`src/rtl/spi_master_if.sv`:
```
// Bus bundle for spi_master: frame request handshake, status, receive data and SPI pins.
interface spi_master_if;
  logic       start;
  logic [9:0] cmd;
  logic       ready;
  logic       busy;
  logic       done;
  logic [7:0] rx_byte;
  logic       rx_valid;
  logic       SS_n;
  logic       MOSI;
  logic       MISO;

  modport master (
    input  start, cmd, MISO,
    output ready, busy, done, rx_byte, rx_valid, SS_n, MOSI
  );

  modport slave (
    output start, cmd, MISO,
    input  ready, busy, done, rx_byte, rx_valid, SS_n, MOSI
  );
endinterface

```
`src/rtl/spi_master.sv`:
```
// SPI master sending 10-bit command frames; read-data frames return one byte from MISO.
// Optional one-entry command queue enabled by defining SPI_MASTER_QUEUE_EN.
module spi_master #(
  parameter int READ_WAIT = 2
) (
  input  logic         clk,
  input  logic         rst_n,
  spi_master_if.master bus
);

  typedef enum logic [2:0] {
    IDLE,
    SEL,
    SHIFT,
    TURN,
    RDATA,
    GAP
  } state_t;

  localparam logic [3:0] TURN_LAST  = 4'(READ_WAIT - 1);
  localparam logic [3:0] SHIFT_LAST = 4'd9;
  localparam logic [3:0] RDATA_LAST = 4'd7;
  localparam logic [1:0] TYPE_RDATA = 2'b11;

  state_t     state_q, state_d;
  logic [3:0] cnt_q, cnt_d;
  logic [1:0] type_q, type_d;
  logic [9:0] tx_q, tx_d;
  logic [7:0] rx_sh_q, rx_sh_d;
  logic [7:0] rx_byte_q, rx_byte_d;
  logic       rx_valid_q, rx_valid_d;
  logic       done_q, done_d;
  logic       ss_n_q, ss_n_d;
  logic       mosi_q, mosi_d;
  logic       ready;
  logic       accept;

`ifdef SPI_MASTER_QUEUE_EN
  logic       q_valid_q, q_valid_d;
  logic [9:0] q_cmd_q, q_cmd_d;

  assign ready = !q_valid_q;
`else
  assign ready = (state_q == IDLE);
`endif

  assign accept = bus.start && ready;

  always_comb begin
    state_d    = state_q;
    cnt_d      = cnt_q;
    type_d     = type_q;
    tx_d       = tx_q;
    rx_sh_d    = rx_sh_q;
    rx_byte_d  = rx_byte_q;
    rx_valid_d = 1'b0;
    done_d     = 1'b0;
    ss_n_d     = 1'b0;
    mosi_d     = 1'b0;
`ifdef SPI_MASTER_QUEUE_EN
    q_valid_d  = q_valid_q;
    q_cmd_d    = q_cmd_q;
    // Starts arriving mid-frame park here; in IDLE they go straight to the shadow.
    if (accept && (state_q != IDLE)) begin
      q_valid_d = 1'b1;
      q_cmd_d   = bus.cmd;
    end
`endif

    unique case (state_q)
      IDLE: begin
        ss_n_d = 1'b1;
`ifdef SPI_MASTER_QUEUE_EN
        if (q_valid_q) begin
          q_valid_d = 1'b0;
          type_d    = q_cmd_q[9:8];
          tx_d      = q_cmd_q;
          state_d   = SEL;
        end else if (accept) begin
          type_d  = bus.cmd[9:8];
          tx_d    = bus.cmd;
          state_d = SEL;
        end
`else
        if (accept) begin
          type_d  = bus.cmd[9:8];
          tx_d    = bus.cmd;
          state_d = SEL;
        end
`endif
      end

      SEL: begin
        // Frame-type bit is presented early without consuming it from tx_q.
        mosi_d  = tx_q[9];
        cnt_d   = 4'd0;
        state_d = SHIFT;
      end

      SHIFT: begin
        mosi_d = tx_q[9];
        tx_d   = {tx_q[8:0], 1'b0};
        if (cnt_q == SHIFT_LAST) begin
          cnt_d   = 4'd0;
          state_d = (type_q == TYPE_RDATA) ? TURN : GAP;
        end else begin
          cnt_d = cnt_q + 4'd1;
        end
      end

      TURN: begin
        if (cnt_q == TURN_LAST) begin
          cnt_d   = 4'd0;
          state_d = RDATA;
        end else begin
          cnt_d = cnt_q + 4'd1;
        end
      end

      RDATA: begin
        rx_sh_d = {rx_sh_q[6:0], bus.MISO};
        if (cnt_q == RDATA_LAST) begin
          cnt_d   = 4'd0;
          state_d = GAP;
        end else begin
          cnt_d = cnt_q + 4'd1;
        end
      end

      GAP: begin
        ss_n_d = 1'b1;
        done_d = 1'b1;
        if (type_q == TYPE_RDATA) begin
          rx_byte_d  = rx_sh_q;
          rx_valid_d = 1'b1;
        end
`ifdef SPI_MASTER_QUEUE_EN
        // A queued command chains directly; this GAP cycle is the SS_n-high separator.
        if (q_valid_q) begin
          q_valid_d = 1'b0;
          type_d    = q_cmd_q[9:8];
          tx_d      = q_cmd_q;
          state_d   = SEL;
        end else begin
          state_d = IDLE;
        end
`else
        state_d = IDLE;
`endif
      end

      default: begin
        ss_n_d  = 1'b1;
        state_d = IDLE;
      end
    endcase
  end

  always_ff @(posedge clk or negedge rst_n) begin
    if (!rst_n) begin
      state_q    <= IDLE;
      cnt_q      <= 4'd0;
      type_q     <= 2'b00;
      tx_q       <= 10'd0;
      rx_sh_q    <= 8'd0;
      rx_byte_q  <= 8'd0;
      rx_valid_q <= 1'b0;
      done_q     <= 1'b0;
      ss_n_q     <= 1'b1;
      mosi_q     <= 1'b0;
    end else begin
      state_q    <= state_d;
      cnt_q      <= cnt_d;
      type_q     <= type_d;
      tx_q       <= tx_d;
      rx_sh_q    <= rx_sh_d;
      rx_byte_q  <= rx_byte_d;
      rx_valid_q <= rx_valid_d;
      done_q     <= done_d;
      ss_n_q     <= ss_n_d;
      mosi_q     <= mosi_d;
    end
  end

`ifdef SPI_MASTER_QUEUE_EN
  always_ff @(posedge clk or negedge rst_n) begin
    if (!rst_n) begin
      q_valid_q <= 1'b0;
      q_cmd_q   <= 10'd0;
    end else begin
      q_valid_q <= q_valid_d;
      q_cmd_q   <= q_cmd_d;
    end
  end
`endif

  assign bus.ready    = ready;
  assign bus.busy     = (state_q != IDLE);
  assign bus.done     = done_q;
  assign bus.rx_byte  = rx_byte_q;
  assign bus.rx_valid = rx_valid_q;
  assign bus.SS_n     = ss_n_q;
  assign bus.MOSI     = mosi_q;

endmodule
```
`src/flat_wrapper.sv`:
```
// flat-port wrapper written by rule: the top's interface ports become plain ports
module spi_master_flat 
#(
  parameter int READ_WAIT = 2
)
  (clk, rst_n, bus_start, bus_cmd, bus_MISO, bus_ready, bus_busy, bus_done, bus_rx_byte, bus_rx_valid, bus_SS_n, bus_MOSI);
  spi_master_if bus_i ();
  input  logic clk;
  input  logic rst_n;
  input wire logic [$bits(bus_i.start)-1:0] bus_start;
  input wire logic [$bits(bus_i.cmd)-1:0] bus_cmd;
  input wire logic [$bits(bus_i.MISO)-1:0] bus_MISO;
  output wire logic [$bits(bus_i.ready)-1:0] bus_ready;
  output wire logic [$bits(bus_i.busy)-1:0] bus_busy;
  output wire logic [$bits(bus_i.done)-1:0] bus_done;
  output wire logic [$bits(bus_i.rx_byte)-1:0] bus_rx_byte;
  output wire logic [$bits(bus_i.rx_valid)-1:0] bus_rx_valid;
  output wire logic [$bits(bus_i.SS_n)-1:0] bus_SS_n;
  output wire logic [$bits(bus_i.MOSI)-1:0] bus_MOSI;
  assign bus_i.start = bus_start;
  assign bus_i.cmd = bus_cmd;
  assign bus_i.MISO = bus_MISO;
  assign bus_ready = bus_i.ready;
  assign bus_busy = bus_i.busy;
  assign bus_done = bus_i.done;
  assign bus_rx_byte = bus_i.rx_byte;
  assign bus_rx_valid = bus_i.rx_valid;
  assign bus_SS_n = bus_i.SS_n;
  assign bus_MOSI = bus_i.MOSI;
  spi_master #(.READ_WAIT(READ_WAIT)) u_core (.clk(clk), .rst_n(rst_n), .bus(bus_i));
endmodule
```
`config.mk`:
```
export PLATFORM = sky130hd
export DESIGN_NAME = spi_master_flat
export DESIGN_NICKNAME = d
export VERILOG_FILES = /design/src/rtl/spi_master_if.sv /design/src/rtl/spi_master.sv /design/src/flat_wrapper.sv
export SDC_FILE = /design/constraint.sdc
export NUM_CORES = 1
export LEC_CHECK = 0
export CAP_MARGIN = 20
export CORE_MARGIN = 2
export CORE_UTILIZATION = 50
export CTS_CLUSTER_DIAMETER = 40
export DETAILED_ROUTE_END_ITERATION = 12
export GPL_TIMING_DRIVEN = 0
export HOLD_SLACK_MARGIN = 0.02
export PLACE_DENSITY = 0.76
export SLEW_MARGIN = 25
export SYNTH_ARGS = -nofsm -noshare
export SYNTH_HDL_FRONTEND = slang
export SYNTH_SLANG_ARGS = --single-unit
export TNS_END_PERCENT = 50
```
`constraint.sdc`:
```
create_clock -name clk -period 4.12 [get_ports clk]
set_clock_uncertainty 0.05 [all_clocks]
set_input_delay 0.824 -clock clk [delete_from_list [all_inputs] [get_ports clk]]
set_output_delay 0.824 -clock clk [all_outputs]
set_load 0.005 [all_outputs]
```
### After elaboration in Yosys (flattened, before gate mapping)

Cells that the tools add are included.

* bits in registers: 39
* output and inout port bits: 14
* bits of input ports: 14
* logic and storage cells: 52

* equal/unequal tests: 13
* multiplexer cells: 17
* reductions and logical operators: 11
* $add $sub $neg: 1

Operator list (count)
* 10-bit one-hot mux with 2 select lines: 1
* 4-bit one-hot mux with 4 select lines: 1
* 3-bit 2-to-1 mux: 5
* 3-bit one-hot mux with 5 select lines: 1
* 4-bit 2-to-1 mux: 3
* 10-bit 2-to-1 mux: 1
* 3-bit by 2-bit equality test with 1-bit output (second input constant): 2
* 3-bit equality test (second input constant): 2
* 2-bit by 1-bit inequality test with 1-bit output (second input constant): 3
* 2-bit AND reduction: 3
* 1-bit 2-to-1 mux: 5
* 4-bit by 1-bit adder with 4-bit output (second input constant): 1
* 4-bit by 1-bit equality test with 1-bit output (second input constant): 1
* 4-bit by 3-bit equality test with 1-bit output (second input constant): 1
* 4-bit equality test (second input constant): 1
* 4-bit AND reduction: 1
* 4-bit nonzero test: 1
* 4-bit OR reduction: 1
* 3-bit by 1-bit equality test with 1-bit output (second input constant): 1
* 3-bit zero test: 1
* 3-bit nonzero test: 1
* 2-bit equality test (second input constant): 1
* 2-bit inequality test (second input constant): 1
* 2-bit nonzero test: 1
* other kinds (2): 2

### Depth between registers and ports, before layout

Gate-level depths: netlist of run 1.

* word-level depth: 4
* mapped depth: 8
* depth with buffers taken out: 6

### Worst setup path before layout of run 1

OpenSTA, ideal clock, no wires.

* path kind: reg-to-output
* start: register u_core.state_q[2]
* end: output port bus_ready
* stages on the path, launching flop included: 4
* path buffers: 1
* required time: 3246 ps
* arrival time: 936 ps
* slack: 2310 ps
* cells stage by stage: dfrtp_1 buf_6 or3_4 inv_2

* cells in the longest elaborated chain, start to end: 1

Ends and longest elaborated chain
* start, declared: line spi_master.sv:25 `state_t state_q, state_d;`
* start signal, assigned: line spi_master.sv:172 `state_q <= state_d;`
* 3-bit zero test: line spi_master.sv:44 `assign ready = (state_q == IDLE);`
* end, declared: line flat_wrapper.sv:13 `output wire logic [$bits(bus_i.ready)-1:0] bus_ready;`

Every way passes these cells.

### Worst setup path after layout of run 1

Ends and elaborated chain as after synthesis.

==> results.ini, run 1 <==
[outcome]
outcome=completed

[placed_design]
gp_congestion=0.8458
post-dp-hpwl_um=2109
port_buffers=27

[grt]
grt-ovfl-total=0
grt_max_degree=28
track_usage=0.1678
grt_pass1_vias=1124
antenna_found_initial=0
grt_pass1_wl_um=5078

[die]
row_count=21
die_area_sq_mm=0.003934
initial_utilization=0.5167
fp.dieH_um=62.72
coreArea_sq_mm=0.003337
die_w_um=62.72
ios=28

[clock_network]
htree_levels=2
worstSkewPairLatency_ns=0.35
post_cts_buffers=0
post_cts_resized=0
numCtsBuffers=5
clock_sinks=39
clock-root-buffer=clkbuf_4
postCtsHoldBufs=0
clock_path_buffers=2
clk_pin_slew_worst_paths_ns=0.12
tritoncts=yes

[setup_path]
timing.critical_path.to_type=primary output
critPathRequiredTime_ns=3.25
r2r-start=u_core.state_q[2]
slowest_stage=clkdlybuf4s50_1
critical_path_arrival_ns=1.83
crit_fanout=9
r2r-end=u_core.tx_q[1]
crit_path_max_incr_delay_ns=0.49
reg2reg_depth=6
start_kind=flip-flop
path_cells=buf_6 -> or3_4 -> inv_2 -> clkdlybuf4s50_1
crit_type=reg2out
rrSetupSlack_ns=2.24

[sta]
setup_viol=0
tightest_slew_ns=0.5967
final_hold_viol_count=0
slew_viol_final=0
post-route-min-period_ns=2.705
rsz0062_at_grt=false
fmax_mhz=369.6
post-route-period-util=0.6567
relSlewSlack=0.5992
tns_ns=0

[route]
drtIter0Drc=52
drt-total-wl_um=2890
drcViolationCount=0
avgRoutedWirePerCell_um=13.08
vias_per_cell=5.217
route.met3.wl_um=160
highest_layer=met4
wl_met1_um=1330
wl_met2_um=1372
ant_nets=0
first_pass_iters=4
vias=1153

[min_path]
hold_path.class=in2async

[yosys]
synth.distinct_cells=36
avgSynthCellArea_sq_um=12.40
ys.warnings.count=0
synth_area_leaders=dfrtp_1, mux2_2, mux2i_1
syn_nets=155
yosys.area.top_type=dfrtp_1
synth-main-ff-cell=dfrtp_1
ys_seq_elements=39
synth-edff-count=0
synth_area_sq_mm=0.001724
syn_inst=139
synth_common_cells=dfrtp_1, mux2_2, nand2_1, mux2i_1, o21ai_1
ys_seq_area_frac=0.5668
synth_top_area_share=0.5515
async_reset_ff_frac=1.000
synth.most_common_cell=dfrtp_1

[cells_and_area]
diodes=0
fin_util=0.6367
drive_above_1_share=0.2229
syn2layout_area_growth_pct=23.22
fillers=277
nets=190

[flow_run]
cap_violations=0

[power]
ir_worst_vdd_v=0.0002941
leakage_nw=0.9527
power_density_mw_per_mm2=593.1

[state kept, by name (all words and copies together) (netlist names)]
register / cells
u_core.tx_q: 10
u_core.bus.rx_byte: 8
u_core.rx_sh_q: 8
u_core.cnt_q: 4
u_core.state_q: 3
u_core.type_q: 2
u_core.bus.MOSI: 1
u_core.bus.SS_n: 1
u_core.bus.done: 1
u_core.bus.rx_valid: 1
[cells by family after synthesis]
kind of cell | after synthesis | synth area share
AO/OA/AOI/OAI | 24 | 0.09217
XOR/XNOR | 2 | 0.01016
adder cells (fa/ha/maj) | 2 | 0.01451
buffers and inverters | 15 | 0.05297
flip-flops | 39 | 0.5668
multiplexers | 26 | 0.1640
AND/OR/NAND/NOR | 31 | 0.09942
[worst max-delay path, delay by kind of cell, from the launching register on]
kind	cells	cell delay, ns
DFF	1	0.40
buffers and inverters	3	0.69
and+or+nand+nor	1	0.39
[report_power, final]
part           leakage, nW  internal [mW]  switching [mW]  total, mW
clock               0.0272         0.0652           0.129      0.194
combinational        0.410          0.246           0.277      0.523
sequential           0.515          0.488          0.0554      0.543
[area by class of cell]
cell class	count	area [sq um]	area share
sequential	39	977.2	0.4600
multi-input combinational	85	655.6	0.3086
timing repair buffer	28	285.3	0.1343
buffer	8	65.06	0.03062
tap	46	57.56	0.02709
clock buffer	5	37.54	0.01767
inverter	7	26.28	0.01237
clock inverter	3	20.02	0.009423
[routing by layer]
| metal | vias to the layer above | track usage |
|---|---|---|
| met1 | 561 | 0.2194 |
| li1 | 559 | - |
| met5 | - | 0 |
| met4 | 0 | 0.07222 |
| met3 | 4 | 0.06126 |
| met2 | 29 | 0.2527 |
[worst max path at each step]
stage | start | to | slack [ns] | cells past startpoint
floorplan | u_core.state_q[2] | bus_ready | 2.31 | 3
global placement | rst_n | u_core.rx_sh_q[5] | 1.31 | 1
global route | u_core.state_q[2] | bus_ready | 1.34 | 4
detailed placement | u_core.state_q[2] | bus_ready | 1.80 | 4
CTS | u_core.state_q[2] | bus_ready | 1.40 | 4
finish | u_core.state_q[2] | bus_ready | 1.41 | 4
[layout by cell type, fill, tap and decap left out, types with 2 or more instances in the layout]
cell type and instances:
buf_6 2, o21ai_1 7, nor2_1 5, xor2_1 2, clkbuf_1 2, buf_12 2, clkinvlp_4 2, mux2i_1 8
dfrtp_1 38, a221o_1 2, inv_1 6, buf_2 4, clkdlybuf4s50_1 26, a21oi_1 3, nor3b_1 3, clkbuf_4 5
mux2_2 18, nand2_1 12, ha_1 2, nor3_1 3, o21ai_0 3, nand3_1 2
[through the flow]
| stage | cell area (sq um) | hold slack [ns] | worst slack (ns) | total power [mW] | cells |
|---|---|---|---|---|---|
| 6_report | 2125 | 0.2876 | 1.415 | 1.260 | 221 |
| 5_1_grt | 2125 | 0.2786 | 1.341 | 1.368 | 221 |
| 4_1_cts | 2125 | 0.2871 | 1.396 | 1.269 | 221 |
| 3_5_place_dp | 2067 | 0.4307 | 1.804 | 1.077 | 213 |
| 3_3_place_gp | 2052 | 0.4169 | 1.310 | 1.050 | 212 |
| 2_1_floorplan | 1724 | 0.4049 | 2.310 | 0.9271 | 139 |
Note: power is estimated with default switching activity, not from simulation.
==> run 2: changes to the inputs <==
clock period = 2.7 ns   (was 4.12 ns; I/O delays follow)
==> run 2 against run 1 <==
Net effect:
- die area is the same
- routed wire length barely moved
- final area grew 0.47%
- flip-flop and latch count stayed put
- register-to-register slack got worse by 1.4 ns
- hold slack gained 0.17 ns
- global-route usage did not move
- via count is 1.0% higher
- worst setup slack worse by 1.1 ns
- core utilization rose by 0.30 points
- power grew 53%
- sequential power grew 53%
- critical path type unchanged
==> results.ini, run 2 (synthesized netlist as in run 1, its figures left out) <==
[setup_path]
crit_start=u_core.state_q[2]  ; unchanged
critPathRequiredTime_ns=2.11  ; was 3.25 ns
timing.critical_path.to_type=primary output  ; unchanged
slowest_stage=clkdlybuf4s50_1  ; unchanged
path_cells=buf_6 -> or3_4 -> inv_2 -> clkdlybuf4s50_1  ; unchanged
critical_path_arrival_ns=1.83  ; about the same
crit_type=reg2out  ; unchanged
start_kind=flip-flop  ; unchanged
r2r-end=u_core.tx_q[1]  ; unchanged
crit_path_max_incr_delay_ns=0.49  ; about the same
rrSetupSlack_ns=0.81  ; was 2.24 ns
critPathBufInv=3  ; unchanged
reg2reg_depth=6  ; unchanged
critical_path.top_delay_family=buffers and inverters  ; unchanged
r2r-start=u_core.state_q[2]  ; unchanged
crit_fanout=9  ; unchanged

[sta]
setup_viol=0  ; unchanged
final_hold_viol_count=0  ; unchanged
tns_ns=0  ; unchanged
hold_ws_ns=0.4560  ; was 0.2876 ns
fin_ws_ns=0.2780  ; was 1.415 ns
slew_viol_final=0  ; unchanged
relSlewSlack=0.5956  ; was 0.5992
rsz0062_at_grt=false  ; unchanged
post-route-min-period_ns=2.422
fmax_mhz=412.9
tightest_slew_ns=0.6021  ; was 0.5967 ns
post-route-period-util=0.8970

[power]
leakage_nw=0.9569  ; was 0.9527 nW
p_switching_mw=0.7023  ; was 0.4614 mW
p_comb_frac=0.415  ; about the same
ir_worst_vdd_v=0.0004495  ; was 0.0002941 V
p_total_mw=1.922  ; was 1.260 mW
p_clk_frac=0.153  ; was 0.154
power_density_mw_per_mm2=900.5  ; was 593.1 mW/mm^2
internal-power_mw=1.220  ; was 0.7987 mW
switching_share=0.3654  ; was 0.3662
seqPwrFrac=0.431  ; about the same

[route]
drcViolationCount=0  ; unchanged
drt-total-wl_um=2891  ; was 2890 um
vias_per_cell=5.248  ; was 5.217
drtIter0Drc=45  ; was 52
vias=1165  ; was 1153
avgRoutedWirePerCell_um=13.02  ; was 13.08 um
ant_nets=0  ; unchanged
first_pass_iters=5  ; was 4

[cells_and_area]
finalNonFillerCells=222  ; was 221
diodes=0  ; unchanged
largest_register_ff_count=10  ; unchanged
syn2layout_area_growth_pct=23.80  ; was 23.22%
nets=191  ; was 190
stdcell_area_sq_mm=0.002135  ; was 0.002125 sq mm
final_cell_mix=dfrtp_1, clkdlybuf4s50_1, mux2_2  ; unchanged
fillers=273  ; was 277
final_common_cell=dfrtp_1  ; unchanged
regMostFlops=u_core.tx_q  ; unchanged
fin_util=0.6397  ; was 0.6367
drive_above_1_share=0.2216  ; was 0.2229

[clock_network]
clock-root-buffer=clkbuf_4  ; unchanged
clock_sinks=39  ; unchanged
clock_path_buffers=2  ; unchanged
clk_pin_slew_worst_paths_ns=0.12  ; about the same
worstSkewPairLatency_ns=0.35  ; about the same
tritoncts=yes  ; unchanged
post_cts_resized=0  ; unchanged
htree_levels=2  ; unchanged
numCtsBuffers=5  ; unchanged

[placed_design]
port_buffers=27  ; unchanged
gp_congestion=0.8458  ; unchanged
dp.cells=213  ; unchanged
post-dp-hpwl_um=2109  ; unchanged
dp_slack_ns=0.6682  ; was 1.804 ns
placed_area_sq_mm=0.002067  ; unchanged

[grt]
grt_max_degree=28  ; unchanged
track_usage=0.1678  ; unchanged
antenna_found_initial=0  ; unchanged
grt_pass1_vias=1124  ; unchanged
grt_pass1_wl_um=5078  ; unchanged
grt-ovfl-total=0  ; unchanged

[die]
die_area_sq_mm=0.003934  ; unchanged
coreArea_sq_mm=0.003337  ; unchanged
ios=28  ; unchanged
fp.dieH_um=62.72  ; unchanged
row_count=21  ; unchanged
die_w_um=62.72  ; unchanged
initial_utilization=0.5167  ; unchanged

[min_path]
min_to=u_core.tx_q[7]
worstHoldStart=u_core.tx_q[6]
hold_path.class=reg2reg  ; was in2async
hold_depth=2

[outcome]
outcome=completed  ; unchanged

[flow_run]
cap_violations=0  ; unchanged

==> run 2: cell types whose count changed in the layout (fill, tap and decap cells not counted), sizes merged <==
cell and change:
dlygate4sd3 +1
==> run 2: timing repair <==
item                                    4_1_cts  5_1_grt
endpoints found under the hold margin        11        0
hold buffers                                  1        0
endpoints found under the setup margin        0        0
setup buffers                                 0        0
==> run 2: how the worst max path moves through the flow <==
stage / to / slack, ns / cells past startpoint
2_1_floorplan: u_core.tx_q[1] / 0.98 / 8
3_3_place_gp: u_core.rx_sh_q[5] / 0.17 / 1
3_5_place_dp: bus_ready / 0.67 / 4
4_1_cts: bus_ready / 0.26 / 4
5_1_grt: bus_ready / 0.21 / 4
6_report: bus_ready / 0.28 / 4
==> run 2: power by group through the flow <==
stage,Combinational [mW],Sequential (mW),Clock (mW)
after floorplan,0.594,0.821,0
after global placement,0.767,0.834,0
after detailed placement,0.803,0.840,0
after CTS,0.806,0.828,0.304
after global routing,0.902,0.849,0.337
final,0.798,0.829,0.295
==> run 2: routing by layer <==
metal,vias to the layer above,share of wire,global-route usage
li1,562,-,-
met1,559,0.45,0.2194
met2,40,0.47,0.2527
met3,4,0.061,0.06126
met4,0,0.0093,0.07222
met5,-,0,0
==> run 2: worst register-to-register path, delay by kind of cell (launching register included) <==
family | cells | cell delay [ns]
flops | 1 | 0.40
compound gates | 1 | 0.09
simple gates | 3 | 0.77
buf+inv | 2 | 0.52
==> run 2: area by class of cell <==
class                   instances  area, sq um  area share
flip-flops and latches         39        977.2      0.4578
multi-input cells              85        655.6      0.3072
repair buffers                 29        295.3      0.1383
plain buffers                   8        65.06     0.03048
well taps                      46        57.56     0.02696
clock buffers                   5        37.54     0.01758
inverters                       7        26.28     0.01231
clock inverters                 3        20.02    0.009379
